### config.mk
export PLATFORM = sky130hd
export DESIGN_NAME = dk_anim_ctrl_flat
export DESIGN_NICKNAME = d
export VERILOG_FILES = /design/src/rtl/dk_anim_ctrl_if.sv /design/src/rtl/dk_anim_ctrl.sv /design/src/flat_wrapper.sv
export SDC_FILE = /design/constraint.sdc
export NUM_CORES = 1
export LEC_CHECK = 0
export CAP_MARGIN = 20
export CORE_MARGIN = 2
export CORE_UTILIZATION = 45
export DETAILED_ROUTE_END_ITERATION = 16
export PLACE_DENSITY = 0.85
export SLEW_MARGIN = 0
export SYNTH_ARGS = -nofsm -noshare
export SYNTH_HDL_FRONTEND = slang
export SYNTH_SLANG_ARGS = --single-unit
### constraint.sdc
create_clock -name clk -period 3.5 [get_ports clk]
set_input_delay 0.7 -clock clk [delete_from_list [all_inputs] [get_ports clk]]
set_output_delay 0.7 -clock clk [all_outputs]
set_load 0.01 [all_outputs]
### src/rtl/dk_anim_ctrl_if.sv
// Signal bundle between the Donkey Kong animation sequencer and the VGA/drawer/barrel side.
// The sequencer takes the master view and the surrounding logic takes the slave view.
interface dk_anim_ctrl_if;
  logic [9:0] hcount;
  logic [9:0] vcount;
  logic       run;
  logic       barrel_ack;
  logic [9:0] curr_h;
  logic [9:0] curr_v;
  logic [1:0] sprite_selec;
  logic       barrel_req;
  logic       frame_tick;

  modport master (
    input  hcount, vcount, run, barrel_ack,
    output curr_h, curr_v, sprite_selec, barrel_req, frame_tick
  );

  modport slave (
    output hcount, vcount, run, barrel_ack,
    input  curr_h, curr_v, sprite_selec, barrel_req, frame_tick
  );
endinterface

### src/rtl/dk_anim_ctrl.sv
// Per-frame Donkey Kong animation sequencer: idle, chest-beat with bounce, grab, then a
// barrel throw request held until the spawner acknowledges it.
module dk_anim_ctrl #(
  parameter int DK_H        = 150,
  parameter int DK_V        = 390,
  parameter int FRAME_LINE  = 480,
  parameter int IDLE_FRAMES = 60,
  parameter int STEP_FRAMES = 8,
  parameter int CHEST_BEATS = 4,
  parameter int GRAB_FRAMES = 16,
  parameter int BOUNCE      = 2
) (
  input logic           clk,
  input logic           reset,
  dk_anim_ctrl_if.master bus
);

  localparam int FC_MAX = (IDLE_FRAMES > STEP_FRAMES)
                          ? ((IDLE_FRAMES > GRAB_FRAMES) ? IDLE_FRAMES : GRAB_FRAMES)
                          : ((STEP_FRAMES > GRAB_FRAMES) ? STEP_FRAMES : GRAB_FRAMES);
  localparam int FCW = (FC_MAX > 1) ? $clog2(FC_MAX) : 1;
  localparam int BCW = (CHEST_BEATS > 1) ? $clog2(CHEST_BEATS) : 1;

  localparam logic [FCW-1:0] IDLE_LAST  = FCW'(IDLE_FRAMES - 1);
  localparam logic [FCW-1:0] STEP_LAST  = FCW'(STEP_FRAMES - 1);
  localparam logic [FCW-1:0] GRAB_LAST  = FCW'(GRAB_FRAMES - 1);
  localparam logic [BCW-1:0] BEATS_LAST = BCW'(CHEST_BEATS - 1);

  localparam logic [9:0] H_POS      = 10'(DK_H);
  localparam logic [9:0] V_REST     = 10'(DK_V);
  localparam logic [9:0] V_UP       = 10'(DK_V - BOUNCE);
  localparam logic [9:0] TICK_LINE  = 10'(FRAME_LINE);

  localparam logic [1:0] SPR_STAND  = 2'd0;
  localparam logic [1:0] SPR_BEAT_L = 2'd1;
  localparam logic [1:0] SPR_BEAT_R = 2'd2;
  localparam logic [1:0] SPR_GRAB   = 2'd3;

  typedef enum logic [1:0] {
    S_IDLE,
    S_CHEST,
    S_GRAB,
    S_THROW
  } state_t;

  state_t         state_q, state_d;
  logic [FCW-1:0] fc_q, fc_d;
  logic [BCW-1:0] bc_q, bc_d;
  logic           cond_prev_q, cond_prev_d;
  logic           frame_tick_q, frame_tick_d;
  logic [9:0]     curr_h_q, curr_h_d;
  logic [9:0]     curr_v_q, curr_v_d;
  logic [1:0]     sprite_q, sprite_d;
  logic           barrel_req_q, barrel_req_d;
  logic           frame_cond;

  always_comb begin
    frame_cond   = (bus.hcount == 10'd0) && (bus.vcount == TICK_LINE);
    cond_prev_d  = frame_cond;
    frame_tick_d = frame_cond && !cond_prev_q;

    state_d = state_q;
    fc_d    = fc_q;
    bc_d    = bc_q;

    if (!bus.run) begin
      state_d = S_IDLE;
      fc_d    = '0;
      bc_d    = '0;
    end else begin
      case (state_q)
        S_IDLE: begin
          if (frame_tick_q) begin
            if (fc_q == IDLE_LAST) begin
              state_d = S_CHEST;
              fc_d    = '0;
              bc_d    = '0;
            end else begin
              fc_d = fc_q + 1'b1;
            end
          end
        end
        S_CHEST: begin
          if (frame_tick_q) begin
            if (fc_q == STEP_LAST) begin
              fc_d = '0;
              if (bc_q == BEATS_LAST) begin
                state_d = S_GRAB;
                bc_d    = '0;
              end else begin
                bc_d = bc_q + 1'b1;
              end
            end else begin
              fc_d = fc_q + 1'b1;
            end
          end
        end
        S_GRAB: begin
          if (frame_tick_q) begin
            if (fc_q == GRAB_LAST) begin
              state_d = S_THROW;
              fc_d    = '0;
            end else begin
              fc_d = fc_q + 1'b1;
            end
          end
        end
        S_THROW: begin
          // Frame ticks are not counted here, so an ack that lands with a tick simply wins.
          if (barrel_req_q && bus.barrel_ack) begin
            state_d = S_IDLE;
            fc_d    = '0;
            bc_d    = '0;
          end
        end
        default: begin
          state_d = S_IDLE;
          fc_d    = '0;
          bc_d    = '0;
        end
      endcase
    end

    // Outputs are registered from the next state so they track the state register exactly.
    curr_h_d     = H_POS;
    curr_v_d     = V_REST;
    sprite_d     = SPR_STAND;
    barrel_req_d = 1'b0;
    case (state_d)
      S_CHEST: begin
        sprite_d = bc_d[0] ? SPR_BEAT_R : SPR_BEAT_L;
        curr_v_d = bc_d[0] ? V_UP : V_REST;
      end
      S_GRAB: begin
        sprite_d = SPR_GRAB;
      end
      S_THROW: begin
        sprite_d     = SPR_GRAB;
        barrel_req_d = 1'b1;
      end
      default: begin
        sprite_d = SPR_STAND;
      end
    endcase
  end

  always_ff @(posedge clk) begin
    if (!reset) begin
      state_q      <= S_IDLE;
      fc_q         <= '0;
      bc_q         <= '0;
      cond_prev_q  <= 1'b0;
      frame_tick_q <= 1'b0;
      curr_h_q     <= H_POS;
      curr_v_q     <= V_REST;
      sprite_q     <= SPR_STAND;
      barrel_req_q <= 1'b0;
    end else begin
      state_q      <= state_d;
      fc_q         <= fc_d;
      bc_q         <= bc_d;
      cond_prev_q  <= cond_prev_d;
      frame_tick_q <= frame_tick_d;
      curr_h_q     <= curr_h_d;
      curr_v_q     <= curr_v_d;
      sprite_q     <= sprite_d;
      barrel_req_q <= barrel_req_d;
    end
  end

  assign bus.curr_h       = curr_h_q;
  assign bus.curr_v       = curr_v_q;
  assign bus.sprite_selec = sprite_q;
  assign bus.barrel_req   = barrel_req_q;
  assign bus.frame_tick   = frame_tick_q;

endmodule

### src/flat_wrapper.sv
// flat-port wrapper written by rule: the top's interface ports become plain ports
module dk_anim_ctrl_flat 
#(
  parameter int DK_H        = 150,
  parameter int DK_V        = 390,
  parameter int FRAME_LINE  = 480,
  parameter int IDLE_FRAMES = 60,
  parameter int STEP_FRAMES = 8,
  parameter int CHEST_BEATS = 4,
  parameter int GRAB_FRAMES = 16,
  parameter int BOUNCE      = 2
)
  (clk, reset, bus_hcount, bus_vcount, bus_run, bus_barrel_ack, bus_curr_h, bus_curr_v, bus_sprite_selec, bus_barrel_req, bus_frame_tick);
  dk_anim_ctrl_if bus_i ();
  input logic clk;
  input logic reset;
  input wire logic [$bits(bus_i.hcount)-1:0] bus_hcount;
  input wire logic [$bits(bus_i.vcount)-1:0] bus_vcount;
  input wire logic [$bits(bus_i.run)-1:0] bus_run;
  input wire logic [$bits(bus_i.barrel_ack)-1:0] bus_barrel_ack;
  output wire logic [$bits(bus_i.curr_h)-1:0] bus_curr_h;
  output wire logic [$bits(bus_i.curr_v)-1:0] bus_curr_v;
  output wire logic [$bits(bus_i.sprite_selec)-1:0] bus_sprite_selec;
  output wire logic [$bits(bus_i.barrel_req)-1:0] bus_barrel_req;
  output wire logic [$bits(bus_i.frame_tick)-1:0] bus_frame_tick;
  assign bus_i.hcount = bus_hcount;
  assign bus_i.vcount = bus_vcount;
  assign bus_i.run = bus_run;
  assign bus_i.barrel_ack = bus_barrel_ack;
  assign bus_curr_h = bus_i.curr_h;
  assign bus_curr_v = bus_i.curr_v;
  assign bus_sprite_selec = bus_i.sprite_selec;
  assign bus_barrel_req = bus_i.barrel_req;
  assign bus_frame_tick = bus_i.frame_tick;
  dk_anim_ctrl #(.DK_H(DK_H), .DK_V(DK_V), .FRAME_LINE(FRAME_LINE), .IDLE_FRAMES(IDLE_FRAMES), .STEP_FRAMES(STEP_FRAMES), .CHEST_BEATS(CHEST_BEATS), .GRAB_FRAMES(GRAB_FRAMES), .BOUNCE(BOUNCE)) u_core (.clk(clk), .reset(reset), .bus(bus_i));
endmodule
-- Word-level counts from Yosys, hierarchy flattened
Index checks and enable logic that the tools add are counted.
- reduce and logical (&&, ||, !) cells: 12
- equality and inequality tests: 17
- add/sub/neg operators: 2
- muxes and demuxes: 30
- operators with widths (operator ; number):
    $mux 6 ; 7
    $mux 2 ; 17
    $pmux 6 s4 ; 1
    $ne 2x1->1 const B ; 6
    $eq 10x9->1 const B ; 1
    $eq 2x2->1 const B ; 5
    $logic_not 10->1 ; 1
    $pmux 2 s4 ; 1
    $add 6x1->6 const B ; 1
    $eq 6x3->1 const B ; 1
    $eq 6x4->1 const B ; 1
    $eq 6x6->1 const B ; 1
    $pmux 2 s3 ; 1
    $reduce_and 6->1 ; 1
    $eq 2x1->1 const B ; 2
    $pmux 2 s2 ; 1
    $reduce_and 2->1 ; 2
    $reduce_and 4->1 ; 1
    $logic_and 1x1->1 ; 3
    $reduce_bool 3->1 ; 1
    $add 2x1->2 const B ; 1
    $logic_not 2->1 ; 1
    $mux 1 ; 2
    $reduce_or 2->1 ; 1
    $logic_not 1->1 ; 1
- logic and storage cells: 70
- output and inout port bits: 24
- register bits: 25

-- Longest topological paths before layout
Gate-level depths: netlist of the first run.
- depth after elaboration: 9
- mapped depth: 7

-- Worst setup path after synthesis of the first run
No wires, ideal clock.
- path kind: input to register
- from: in bus_barrel_ack
- to: reg u_core.sprite_q[0], in the netlist u_core.bus.sprite_selec[0]
- stages on the path: 6
- library setup time: 0.114 ns
- buffers on the path: 1
- setup slack: 1.803 ns
- data arrival time: 1.583 ns
- path through: and4_1 buf_6 nand2b_1 mux2i_1 a2bb2oi_1 a21o_1
- longest elaborated chain between the ends: 7
- elaborated cells on any way between the ends: 13
- RTL lines (item ; line ; RTL):
    from (decl) ; flat_wrapper.sv:20 ; input wire logic [$bits(bus_i.barrel_ack)-1:0] bus_barrel_ack;
    $logic_and 1x1->1 (*) ; dk_anim_ctrl.sv:110 ; if (barrel_req_q && bus.barrel_ack) begin
    $mux 2 ; dk_anim_ctrl.sv:110 ;
    $pmux 2 s4 ; dk_anim_ctrl.sv:71 ; case (state_q)
    $mux 2 ; dk_anim_ctrl.sv:66 ; if (!bus.run) begin
    $eq 2x2->1 ; dk_anim_ctrl.sv:129 ; case (state_d)
    $reduce_or 2->1 (no source line) ; n/a ;
    $pmux 2 s2 (*) ; dk_anim_ctrl.sv:129 ;
    to (signal assigned) ; dk_anim_ctrl.sv:166 ; sprite_q <= sprite_d;
    to (decl) ; dk_anim_ctrl.sv:53 ; logic [1:0] sprite_q, sprite_d;
Mark *: on every way between the ends. The rest lies on a longest branch, timed or not. The select of a mux whose other input is x is not followed.
A chain may end at the register's enable or synchronous reset.

-- Final worst setup path of the first run
- from: reg u_core.frame_tick_q, in the netlist u_core.bus.frame_tick
- to: out bus_frame_tick
- RTL lines (item ; line ; RTL):
    from (decl) ; dk_anim_ctrl.sv:50 ; logic frame_tick_q, frame_tick_d;
    from (signal assigned) ; dk_anim_ctrl.sv:163 ; frame_tick_q <= frame_tick_d;
    to (decl) ; flat_wrapper.sv:25 ; output wire logic [$bits(bus_i.frame_tick)-1:0] bus_frame_tick;
No word-level cell between the ends.

==> impl_metrics.ini, run 1 <==
[floorplanning]
dieArea_um2 = 2890
start_util_pct = 46.3
die_h_um = 53.8
std_cell_rows = 18
io_pins = 48
die_width_um = 53.8
core_area_um2 = 2410

[clock_tree]
cts_setup_buffers = 0
htree_num_levels = 1
numCtsBuffers = 3
holdBufCountCts = 0
clk_latency_ns = 0.29
numClockSinks = 16
cts.clk_slew.worst_paths_ns = 0.09
cts_buffer_depth = 2
cts_tree = built
ctsResizeCount = 0
root_buffer = clkbuf_4

[status]
status = finished, final reports clean

[synth]
synth_largest_area_cell = dfxtp_1
synth_enable_flop_cells = 0
yosys-top-cells-area = dfxtp_1 29%, buf_4 13%, nor3_2 7.2%
syn_avg_cell_area_um2 = 9.46
netlist_instances = 118
synth_area_um2 = 1120
ys_seq_elements = 16
yosysSeqAreaShare_pct = 28.7
synth_cell_types = 41
yosysTopAreaCellShare_pct = 28.7
yosys_warnings = 0
async_reset_ff_share_pct = 0
ys.flop_type = dfxtp_1

[routing]
avgViaCountPerCell = 5.24
avgRoutedWirePerCell_um = 13.1
first_pass_iters = 4
ant_nets = 0
drcViolationCount = 0
wirelength_um = 2280
dr_total_vias = 912
drt_iter0_markers = 19

[placed_design]
dp_hpwl_um = 1800
portBuffers = 28
place_congestion = 0.862

[setup_path]
crit_fanout = 8
r2r_slack_ns = 1.66
cp-start-kind = flip-flop
path_depth = 1
path_buf_inv = 1
startpoint = u_core.bus.frame_tick$_SDFF_PN0_
cpLargestDelayFamily = buffers and inverters
required_ns = 2.80
cpPeakStageDelay_ns = 0.60
worstPathCellList = clkdlybuf4s50_1
crit_path_end = bus_frame_tick
crit_type = flip-flop to output pin
rr_worst_depth = 5
end_kind = output pin
cpMaxStageDelayCell = clkdlybuf4s50_1
regToRegEndpoint = u_core.bus.sprite_selec[1]$_SDFF_PN0_
cp.arrival_ns = 1.39
r2r_start = u_core.state_q[0]$_SDFF_PN0_

[power_and_ir_drop]
peakVddDrop_v = 0.000231
p_total_uw = 346
power.leakage_nw = 0.506
power_density_nw_per_um2 = 256

[finish]
final_cell_mix = 28 x clkdlybuf4s50_1, 19 x conb_1, 16 x dfxtp_1
final_common_cell = clkdlybuf4s50_1
final_layout_size_suffix_gt1_share_pct = 14.6
fillers = 205
area_growth_pct = 21.2
nNetsFinal = 171
n_antenna_cell = 0

[grt]
antenna_found_initial = 0
first_global_vias = 882
grtUsageTotal_pct = 17.6
overflow = 0
grt_max_degree = 13
grt_pass1_wl_um = 3680

[timing]
rsz0062_at_grt = no
slew_viol_final = 0
period_share_pct = 59.8
fmax_mhz = 478
relSlewSlack_pct = 59.9
fin_crit_ns = 2.09
tns_ns = 0
fin_skew_ns = 0.00607
setup_violations = 0
worst-slew-pin-transition_ns = 0.600
hold_violations = 0

[flow_run]
maxCapViolations = 0

[worst_hold_path]
hold_depth = 1
hold_path_class = flip-flop to flip-flop
-- metal layers --
layer / global-route usage (%) / part of all wire [%] / vias to the layer above
met1: 17.4 / 37 / 423
met5: 0 / 0 / -
met3: 6.39 / 10 / 4
met2: 32.7 / 51 / 50
met4: 6.84 / 1.5 / 0
li1: - / - / 435
-- kinds of logic (layout without fill, tap and decap cells) --
logic type | Yosys count | after routing | synth area share, %
compound gates | 19 | 19 | 16.8
xor+xnor | 4 | 4 | 3.14
fa+ha+maj | 2 | 2 | 2.24
buf+inv | 24 | 33 | 16.6
flops | 16 | 16 | 28.7
mux | 2 | 2 | 1.79
other cells | 2 | 19 | 0.673
simple gates | 49 | 49 | 30.0
-- cell usage after synthesis (2+ instances only) --
master and instances:
ha_1 2, nand3_1 3, nor4b_1 2, xnor2_1 4
nor2_1 9, a21o_1 3, dfxtp_1 16, and4_1 2
conb_1 2, buf_4 19, nor2b_1 3, mux2i_1 2
nor3_1 2, nor3_2 8, buf_6 3, nor3_4 2
o2bb2ai_1 2, and3_1 2, a21oi_1 4, nand2_1 7
-- area by class of cell --
type	count	area [um2]	area share, %
flip-flops and latches	16	320	23.7
multi-input cells	95	674	49.9
inverters	1	3.75	0.278
clock buffers	4	36.3	2.68
repair buffers	28	280	20.7
well taps	30	37.5	2.78
-- sequential cells by signal (all words and copies together) (netlist names) --
| name | cells |
|---|---|
| u_core.bus.barrel_req | 1 |
| u_core.fc_q | 6 |
| u_core.bus.curr_v | 1 |
| u_core.state_q | 2 |
| u_core.bus.frame_tick | 1 |
| u_core.bus.sprite_selec | 2 |
| u_core.bc_q | 2 |
| u_core.cond_prev_q | 1 |
-- worst min-delay path by stage --
stage                                             endpoint                     startpoint
after detailed placement  u_core.bus.frame_tick$_SDFF_PN0_  u_core.cond_prev_q$_SDFF_PN0_
after global placement    u_core.bus.frame_tick$_SDFF_PN0_  u_core.cond_prev_q$_SDFF_PN0_
final                     u_core.bus.frame_tick$_SDFF_PN0_  u_core.cond_prev_q$_SDFF_PN0_
after floorplan           u_core.bus.frame_tick$_SDFF_PN0_  u_core.cond_prev_q$_SDFF_PN0_
after global routing      u_core.bus.frame_tick$_SDFF_PN0_  u_core.cond_prev_q$_SDFF_PN0_
after CTS                 u_core.bus.frame_tick$_SDFF_PN0_  u_core.cond_prev_q$_SDFF_PN0_
-- stage by stage --
| stage | instances | area (um2) | hold slack (ns) | utilization (%) | setup WS [ns] |
|---|---|---|---|---|---|
| finish | 174 | 1350 | 0.390 | 56.1 | 1.41 |
| global route | 174 | 1350 | 0.410 | 56.1 | 1.32 |
| CTS | 174 | 1350 | 0.392 | 56.1 | 1.39 |
| detailed placement | 170 | 1320 | 0.379 | 54.6 | 1.14 |
| global placement | 170 | 1320 | 0.373 | 54.6 | 1.23 |
| floorplan | 135 | 1180 | 0.367 | - | 1.80 |
-- power by group --
part | internal, mW | total [mW] | switching (mW)
Clock | 0.0634 | 0.123 | 0.0595
Combinational | 0.0237 | 0.0409 | 0.0172
Sequential | 0.182 | 0.182 | 0.0000000378
Total | 0.269 | 0.346 | 0.0767
Note: power is estimated with default switching activity, not from simulation.
==> inputs of run 2 (changes only) <==
CORE_UTILIZATION = 38   (was 45)
PLACE_DENSITY = 0.76   (was 0.85)
clock period = 1.9 ns   (was 3.5 ns; I/O delays follow)
==> run 2 against run 1 <==
Critical path depth unchanged. Via count down 0.11%. Clock power up 82%. Largest cell class unchanged. Die area increased by 17%. Count of clock-buffer cells in the layout stayed put. Routed wire length is 2.5% lower. Non-clock buffer count rose by 5. Global-route usage is 3.4 points lower. Sequential share of layout area fell by 0.76 points. First-iteration DRC count up 79%. Register-to-register slack got worse by 1.5 ns. Sequential cell count unchanged.
==> impl_metrics.ini, run 2 (synthesized netlist as in run 1, its figures left out) <==
[status]
status = finished, final reports clean

[clock_tree]
numClockSinks = 16
htree_num_levels = 1
root_buffer = clkbuf_4
holdBufCountCts = 0
clk_latency_ns = 0.29
cts_tree = built
cts.clk_slew.worst_paths_ns = 0.09
numCtsBuffers = 3
cts_buffer_depth = 2

[finish]
largest_reg_flops = 6
fillers = 249
final_layout_size_suffix_gt1_share_pct = 17.4
regMostFlops = u_core.fc_q
final_cell_mix = 28 x clkdlybuf4s50_1, 19 x conb_1, 16 x dfxtp_1
n_antenna_cell = 0
design_area_um2 = 1400
nNetsFinal = 176
stdcell_count = 180
area_growth_pct = 25.2
final_common_cell = clkdlybuf4s50_1

[power_and_ir_drop]
power.leakage_nw = 0.526
combPwrFrac_pct = 12.1
power_density_nw_per_um2 = 455
p_switching_uw = 139
intPower_uw = 497
clkPwrFrac_pct = 35.2
p_sw_share_pct = 21.8
p_seq_share_pct = 52.7
peakVddDrop_v = 0.000376

[setup_path]
worstPathCellList = clkdlybuf4s50_1
path_buf_inv = 1
cp.arrival_ns = 1.43
end_kind = output pin
crit_fanout = 8
cpPeakStageDelay_ns = 0.62
required_ns = 1.52
cpMaxStageDelayCell = clkdlybuf4s50_1
crit_type = flip-flop to output pin
cp-start-kind = flip-flop
cpLargestDelayFamily = buffers and inverters

[timing]
setup_violations = 0
fin_skew_ns = 0.00424
period_share_pct = 95.5
fmax_mhz = 551
fin_crit_ns = 1.81
hold_violations = 0
rsz0062_at_grt = no
fin_ws_ns = 0.0855
slew_viol_final = 0

[routing]
drcViolationCount = 0
wirelength_um = 2230
avgRoutedWirePerCell_um = 12.4
drt_iter0_markers = 34
avgViaCountPerCell = 5.06
first_pass_iters = 4
dr_total_vias = 911
ant_nets = 0

[placed_design]
dp_hpwl_um = 1810
place_congestion = 0.820
portBuffers = 28
place_area_um2 = 1340
post-place-ws_ns = -0.0434
dp.cells = 174

[floorplanning]
dieArea_um2 = 3390
std_cell_rows = 19
start_util_pct = 40.1
die_h_um = 58.2
die_width_um = 58.2
core_area_um2 = 2780
io_pins = 48

[grt]
grtUsageTotal_pct = 14.1
overflow = 0
grt_max_degree = 13
first_global_vias = 876
grt_pass1_wl_um = 3690
antenna_found_initial = 0

[flow_run]
maxCapViolations = 0

[worst_hold_path]
hold_path_class = flip-flop to flip-flop
run 2: worst paths after layout:
path,start,end,slack (ns),depth (start not counted)
max,u_core.bus.frame_tick$_SDFF_PN0_,bus_frame_tick,0.09,1
min,u_core.cond_prev_q$_SDFF_PN0_,u_core.bus.frame_tick$_SDFF_PN0_,0.39,1
max reg2reg,u_core.state_q[0]$_SDFF_PN0_,u_core.bus.sprite_selec[1]$_SDFF_PN0_,0.15,5
min reg2reg,u_core.cond_prev_q$_SDFF_PN0_,u_core.bus.frame_tick$_SDFF_PN0_,0.39,1
run 2: repair_timing:
action / 4_1_cts / 5_1_grt
resized for setup: 0 / 1
endpoints found under the setup margin: 0 / 6
setup buffers: 0 / 2
run 2: cell type report:
cell class	instances	area [um2]	area share, %
flip-flops and latches	16	320	22.9
clock buffers	4	36.3	2.60
multi-input cells	95	681	48.7
well taps	31	38.8	2.78
inverters	1	3.75	0.269
repair buffers	33	318	22.7
run 2: routing by layer:
layer,track usage [%],vias to the layer above,part of all wire (%)
li1,-,442,-
met3,6.92,4,9.9
met2,25.6,42,51
met4,2.33,0,0.85
met1,14.9,423,39
met5,0,-,0
run 2: stage by stage:
step	TNS [ns]	utilization (%)	hold WS [ns]	total power [mW]
finish	0	50.2	0.393	0.635
global route	0	50.2	0.404	0.662
CTS	0	49.5	0.400	0.642
detailed placement	-0.118	48.2	0.387	0.419
global placement	0	48.2	0.372	0.418
floorplan	0	-	0.367	0.398
run 2: power by group through the flow:
| stage | Combinational, mW | Clock [mW] | Sequential [mW] |
|---|---|---|---|
| after floorplan | 0.0550 | 0 | 0.343 |
| after global placement | 0.0751 | 0 | 0.343 |
| after detailed placement | 0.0764 | 0 | 0.343 |
| after CTS | 0.0766 | 0.230 | 0.335 |
| after global routing | 0.0828 | 0.245 | 0.335 |
| final | 0.0767 | 0.224 | 0.335 |
==> inputs of run 3 (changes only) <==
RECOVER_POWER = 50   (was unset)
==> run 3 against run 2 <==
Die area unchanged. Non-clock buffer count unchanged. Cell count unchanged. Worst hold slack about the same. Utilization decreased by 0.49 points. Largest cell class unchanged. Via count increased by 0.44%.
==> impl_metrics.ini, run 3 (synthesized netlist as in run 1, its figures left out) <==
[worst_hold_path]
hold_depth = 1
min_from = u_core.cond_prev_q$_SDFF_PN0_
hold_path_class = flip-flop to flip-flop
hold_path_end = u_core.bus.frame_tick$_SDFF_PN0_

[clock_tree]
cts_buffer_depth = 2
root_buffer = clkbuf_4
holdBufCountCts = 0
numClockSinks = 16
clk_latency_ns = 0.28
numCtsBuffers = 3
cts.clk_slew.worst_paths_ns = 0.09
cts_tree = built
htree_num_levels = 1

[routing]
dr_total_vias = 915
avgRoutedWirePerCell_um = 12.4
ant_nets = 0
avgViaCountPerCell = 5.08
drcViolationCount = 0
drt_iter0_markers = 35
first_pass_iters = 4
wirelength_um = 2230

[grt]
busiest_layer = met2
overflow = 0
antenna_found_initial = 0
grtUsageTotal_pct = 14.1
met1_usage_pct = 14.9
gr-usage-met2_pct = 25.6
grt_use_met3_pct = 6.92
grt_pass1_wl_um = 3690
first_global_vias = 876
grt_max_degree = 13

[setup_path]
cpPeakStageDelay_ns = 0.61
rr_worst_depth = 6
end_kind = output pin
regToRegEndpoint = u_core.bus.sprite_selec[0]$_SDFF_PN0_
path_buf_inv = 1
cpLargestDelayFamily = buffers and inverters
crit_fanout = 8
cpMaxStageDelayCell = clkdlybuf4s50_1
cp.arrival_ns = 1.40
crit_type = flip-flop to output pin
required_ns = 1.52
worstPathCellList = clkdlybuf4s50_1
r2r_start = u_core.fc_q[0]$_SDFFE_PN0P_
cp-start-kind = flip-flop
r2r_slack_ns = 0.15

[timing]
setup_violations = 0
hold_violations = 0
fmax_mhz = 562
slew_viol_final = 0
fin_crit_ns = 1.78
period_share_pct = 93.6
fin_skew_ns = 0.00434
rsz0062_at_grt = no

[floorplanning]
core_area_um2 = 2780
die_width_um = 58.2
dieArea_um2 = 3390
std_cell_rows = 19
io_pins = 48
start_util_pct = 40.1
die_h_um = 58.2

[finish]
multiInputGateArea_um2 = 667
nNetsFinal = 176
regMostFlops = u_core.fc_q
seq_area_um2 = 320
final_cell_mix = 23 x clkdlybuf4s50_1, 19 x conb_1, 16 x dfxtp_1
area_growth_pct = 24.0
final_layout_size_suffix_gt1_share_pct = 16.8
final_common_cell = clkdlybuf4s50_1
largest_reg_flops = 6
stdcell_count = 180
n_antenna_cell = 0
fillers = 252

[placed_design]
place_congestion = 0.820
dp.cells = 174
dp_hpwl_um = 1810
portBuffers = 28

[power_and_ir_drop]
p_total_uw = 633
peakVddDrop_v = 0.000374
power.leakage_nw = 0.532
power_density_nw_per_um2 = 458

[flow_run]
maxCapViolations = 0

[status]
status = finished, final reports clean
## run 3: per-stage QoR
| stage | hold slack [ns] | utilization, % | setup slack [ns] | setup TNS [ns] | cell area, um2 |
|---|---|---|---|---|---|
| after floorplan | 0.367 | - | 0.315 | 0 | 1180 |
| after global placement | 0.372 | 48.2 | 0.0299 | 0 | 1340 |
| after detailed placement | 0.387 | 48.2 | -0.0434 | -0.118 | 1340 |
| after CTS | 0.400 | 49.5 | 0.0654 | 0 | 1380 |
| after global routing | 0.404 | 49.8 | 0.0106 | 0 | 1380 |
| final | 0.393 | 49.8 | 0.122 | 0 | 1380 |
## run 3: worst max path at each step
stage | startpoint | end | slack, ns | cells past startpoint
detailed placement | bus_barrel_ack | u_core.bus.sprite_selec[1]$_SDFF_PN0_ | -0.04 | 6
global placement | bus_barrel_ack | u_core.bus.sprite_selec[1]$_SDFF_PN0_ | 0.03 | 6
global route | u_core.fc_q[0]$_SDFFE_PN0P_ | u_core.bus.curr_v[1]$_SDFF_PN1_ | 0.01 | 6
floorplan | u_core.fc_q[0]$_SDFFE_PN0P_ | u_core.fc_q[0]$_SDFFE_PN0P_ | 0.32 | 6
CTS | u_core.bus.frame_tick$_SDFF_PN0_ | bus_frame_tick | 0.07 | 1
finish | u_core.bus.frame_tick$_SDFF_PN0_ | bus_frame_tick | 0.12 | 1
## run 3: area by class of cell
type	count	area share, %
sequential	16	23.1
clock buffer	4	2.62
multi-input combinational	95	48.2
timing repair buffer	33	23.0
inverter	1	0.271
tap	31	2.80
## run 3: per-layer routing
| metal | vias to the layer above | wire (um) |
|---|---|---|
| li1 | 442 | - |
| met1 | 427 | 856 |
| met2 | 44 | 1130 |
| met3 | 2 | 229 |
| met4 | 0 | 14 |
| met5 | - | 0 |
## run 3: what timing repair did
item | in CTS | in global routing
endpoints found under the hold margin | 0 | 0
setup buffers | 0 | 2
resized for setup | 0 | 1
endpoints found under the setup margin | 0 | 6
## run 3: power by group
| part | total, mW | internal [mW] | switching [mW] | leakage, nW |
|---|---|---|---|---|
| combinational | 0.0759 | 0.0446 | 0.0313 | 0.382 |
| sequential | 0.335 | 0.335 | 0.0000000705 | 0.129 |
| clock | 0.222 | 0.117 | 0.106 | 0.0210 |
